==> config.mk <==
export PLATFORM = sky130hd
export DESIGN_NAME = feature_stream_loader
export DESIGN_NICKNAME = d
export VERILOG_FILES = /design/src/rtl/feature_stream_loader.sv
export SDC_FILE = /design/constraint.sdc
export NUM_CORES = 1
export LEC_CHECK = 0
export CAP_MARGIN = 15
export CORE_MARGIN = 3
export CORE_UTILIZATION = 49
export CTS_CLUSTER_DIAMETER = 150
export DETAILED_ROUTE_END_ITERATION = 7
export PLACE_DENSITY_LB_ADDON = 0.05
export SETUP_SLACK_MARGIN = 0.2
export SLEW_MARGIN = 5
export SYNTH_ARGS = -nofsm -noshare
export SYNTH_HDL_FRONTEND = slang
export SYNTH_SLANG_ARGS = --single-unit
export TNS_END_PERCENT = 10
==> constraint.sdc <==
create_clock -name clk -period 1.9 [get_ports clk]
set_input_delay 0.19 -clock clk [delete_from_list [all_inputs] [get_ports clk]]
set_output_delay 0.19 -clock clk [all_outputs]
set_load 0.01 [all_outputs]
==> src/rtl/feature_stream_loader.sv <==
// Serial-to-tile loader: gathers PRECISION-bit elements into NUM_FEATURES x N tiles
// and hands them downstream through a two-deep ping-pong buffer.
module feature_stream_loader #(
  parameter int PRECISION    = 8,
  parameter int NUM_FEATURES = 2,
  parameter int N            = 4
) (
  input  logic                                          clk,
  input  logic                                          rst,
  input  logic                                          ce,
  input  logic                                          s_valid,
  output logic                                          s_ready,
  input  logic [PRECISION-1:0]                          s_data,
  input  logic                                          s_last,
  output logic                                          out_valid,
  input  logic                                          out_ready,
  output logic [NUM_FEATURES-1:0][N-1:0][PRECISION-1:0] features,
  output logic                                          frame_err,
  output logic [1:0]                                    occupancy
);

  localparam int TOTAL = NUM_FEATURES * N;
  localparam int IW    = (TOTAL > 1) ? $clog2(TOTAL) : 1;
  localparam logic [IW-1:0] LAST_IDX = IW'(TOTAL - 1);

  // Handshakes: a transfer happens on a rising edge only when valid, ready and ce
  // are all 1; ready never depends combinationally on the opposite side's valid/ready.
  logic [1:0][TOTAL-1:0][PRECISION-1:0] tiles;
  logic                                 wp;
  logic                                 rp;
  logic [IW-1:0]                        idx;
  logic [1:0]                           cnt;
  logic                                 in_xfer;
  logic                                 out_xfer;
  logic                                 at_end;
  logic                                 commit;

  assign s_ready   = (cnt < 2'd2);
  assign out_valid = (cnt != 2'd0);
  assign occupancy = cnt;
  assign features  = tiles[rp];

  always_comb begin
    in_xfer  = s_valid & s_ready & ce;
    out_xfer = out_valid & out_ready & ce;
    at_end   = (idx == LAST_IDX);
    commit   = in_xfer & (at_end | s_last);
  end

  always_ff @(posedge clk) begin
    if (!rst) begin
      tiles     <= '0;
      wp        <= 1'b0;
      rp        <= 1'b0;
      idx       <= '0;
      cnt       <= 2'd0;
      frame_err <= 1'b0;
    end else begin
      if (in_xfer) begin
        // The first element of a tile wipes its buffer so short tiles never expose stale data.
        if (idx == '0) tiles[wp] <= '0;
        tiles[wp][idx] <= s_data;
        idx <= commit ? '0 : idx + IW'(1);
      end
      if (commit) begin
        wp <= ~wp;
        if (!(at_end && s_last)) frame_err <= 1'b1;
      end
      if (out_xfer) rp <= ~rp;
      if (commit && !out_xfer)      cnt <= cnt + 2'd1;
      else if (!commit && out_xfer) cnt <= cnt - 2'd1;
    end
  end

endmodule
==> impl_metrics.tcl <==
set metrics [dict create \
    arrival_ns 1.66 \
    crit_type "flip-flop to output port" \
    gp_congestion 0.764 \
    ys_ff_latch 136 \
    grt_pass1_wl_um 25200 \
    fin_crit_sh_pct 97.5 \
    synth_ff_type "dfxtp_1" \
    synthCells 619 \
    first_pass_iters 5 \
    crit_required_ns 1.71 \
    crit_top_cell "buf_6" \
    dieArea_um2 13500 \
    drive_gt1_share_pct 31.2 \
    insertion_delay_ns 0.42 \
    drc 0 \
    rows 39 \
    timing.slew.headroom_pct 59.7 \
    postSynthAreaPerCell_um2 9.63 \
    finalSetupTns_ns 0 \
    critical_path.top_delay_family "buffers and inverters" \
    cp-end-kind "output port" \
    worst_pin_slew_ns 0.603 \
    cts_hold_buf 0 \
    r2r-end "occupancy[1]$_SDFFE_PN0P_" \
    initial_utilization_pct 51.1 \
    finalPower_mw 6.71 \
    finClkSkew_ns 0.00578 \
    ys_seq_area_share_pct 45.7 \
    crit_fanout 6 \
    grt_usage_pct 24.1 \
    slew_violations 0 \
    cp-start-kind "flip-flop" \
    syn_area_um2 5960 \
    fp.dieH_um 116 \
    rsz0062_at_grt "true" \
    hold_viol 0 \
    synth_edf_count 0 \
    syn_to_final_growth_pct 35.5 \
    portBuffers 82 \
    drv_cap 0 \
    cts_root_buffer "clkbuf_16" \
    tritoncts "built" \
    coreArea_um2 11700 \
    cts_buffers 17 \
    routed_wl_um 16800 \
    antenna_found_initial 0 \
    ys_async_sr_fraction_pct 0 \
    finalSetupViolCount 0 \
    overflow 0 \
    hp-class "input port to flip-flop" \
    period_needed_ns 1.85 \
    peakVddDrop_mv 0.718 \
    hold_end "tiles[25]$_SDFFE_PN0P_" \
    hold_start "rst" \
    max_freq_mhz 540 \
    nets 738 \
    clock_path_buffers 2 \
    n_antenna_cell 0 \
    slowest_stage "dfxtp_4" \
    path_clk_slew_ns 0.06 \
    setup.worst_path.start "rp$_SDFFE_PN0P_" \
    via_per_inst 5.67 \
    ff2ff_setup_slack_ns 0.14 \
    p_per_area_nw_per_um2 831 \
    syn-num-nets 637 \
    design.portCount 83 \
    die_w_um 116 \
    yosysWarningCount 0 \
    vias 4966 \
    first_iter_violations 411 \
    dp_hpwl_um 10200 \
    hold_path_depth 3 \
    crit-reg2reg-launch "idx[0]$_SDFFE_PN0P_" \
    slowest_delay_ns 0.40 \
    crit_chain "buf_6 > buf_12 > clkbuf_16 > mux2_4 > buf_6" \
    wl_per_cell_um 19.2 \
    status "finished clean" \
    yosysUniqueCellTypes 38 \
    rr_worst_depth 8 \
    total_leakage_power_nw 3.41 \
    nFillCells 896 \
    grt_pass1_vias 4977 \
    crit_buf_inv 4 \
    grt_max_degree 44 \
    htreeDepth 4 \
    cts_sinks 136 \
    ant_nets 0 \
]
## report_power, final
group          internal (mW)  switching [mW]  leakage (nW)
clock                   1.80            1.29         0.263
combinational          0.325           0.381          2.05
sequential              2.88          0.0266          1.10
## cell usage in the layout (no fill, tap or decap), drive strengths merged, types with 3 or more instances in the layout
| cell | count |
|---|---|
| nand4 | 4 |
| clkinvlp | 4 |
| nand2 | 171 |
| clkbuf | 24 |
| nor2 | 7 |
| inv | 6 |
| mux2 | 64 |
| a21oi | 14 |
| ha | 4 |
| nand3b | 3 |
| xor2 | 4 |
| buf | 100 |
| clkinv | 7 |
| o22ai | 64 |
| and3b | 3 |
| nand2b | 9 |
| mux2i | 64 |
| dfxtp | 136 |
| nand3 | 4 |
| o211ai | 7 |
| clkdlybuf4s50 | 16 |
## what timing repair did
action | in CTS | in global routing
gates resized for setup | 268 | 97
pin swaps | 7 | 0
setup buffers | 4 | 2
endpoints found under the setup margin | 117 | 158
gates cloned | 3 | 5
## state kept, by name (all words and copies together) (netlist names)
| name | count |
|---|---|
| idx | 3 |
| wp | 1 |
| tiles | 128 |
| occupancy | 2 |
| frame_err | 1 |
| rp | 1 |
## cell usage after synthesis (3+ instances only)
cell type,number,area [um2]
a21oi_1,6,30.0
mux2i_1,64,641
buf_4,5,37.5
ha_1,4,50.1
dfxtp_1,136,2720
nand2_1,171,642
nor2_1,7,26.3
buf_2,16,80.1
nand3b_1,3,22.5
inv_1,4,15.0
nand3_1,4,20.0
mux2_2,64,721
a21oi_2,6,52.6
o211ai_2,6,75.1
o22ai_1,64,400
nand2b_1,9,56.3
and3b_1,3,26.3
xor2_1,4,35.0
clkbuf_1,16,60.1
buf_1,3,11.3
## per-layer routing
metal	part of all wire, %	wire [um]	track usage, %
met5	0	0	0
met4	2.3	386	9.67
met3	5.1	860	4.77
met2	51	8530	40.7
met1	42	7070	30.1
## metrics by stage
step	utilization (%)	area (um2)	cells	hold WS, ns	setup WS [ns]
after detailed placement	60.5	7060	830	0.444	0.0191
after CTS	66.5	7750	869	0.0749	-0.0414
after global routing	69.2	8080	876	0.0955	0.0244
final	69.2	8080	876	0.0901	0.0484
after floorplan	-	5990	619	0.351	0.221
after global placement	60.5	7060	830	0.438	0.0196
## final cells by class
cell class,instances,area [um2],share of cell area (%)
Multi-Input combinational cell,438,3260,40.4
Sequential cell,136,2730,33.8
Timing Repair Buffer,123,1330,16.5
Clock buffer,18,429,5.31
Tap cell,143,179,2.22
Clock inverter,14,128,1.58
Inverter,4,15.0,0.186
## worst max path at each step
stage	endpoint	slack, ns	cells past startpoint
detailed placement	tiles[68]$_SDFFE_PN0P_	0.02	5
floorplan	occupancy[1]$_SDFFE_PN0P_	0.22	7
finish	features[10]	0.05	5
global placement	tiles[68]$_SDFFE_PN0P_	0.02	5
CTS	features[34]	-0.04	4
global route	features[10]	0.02	5
## cells by family after synthesis
group | after synthesis | share of synthesized area [%]
AOI/OAI and AO/OA | 89 | 10.5
muxes | 128 | 22.8
buffers and inverters | 45 | 3.61
adders and majority gates | 4 | 0.840
and+or+nand+nor | 213 | 15.9
xor gates and xnor gates | 4 | 0.588
DFF | 136 | 45.7
## worst reg2reg max path, cell delays in order (launching register included)
cell and delay [ns]:
dfxtp_4 0.36, ha_4 0.17, ha_4 0.17, nor2_4 0.14, nor2_1 0.08, ha_2 0.17, xor2_1 0.15, or3_1 0.35
a21oi_1 0.12
Power figures use the tool's default switching activity.
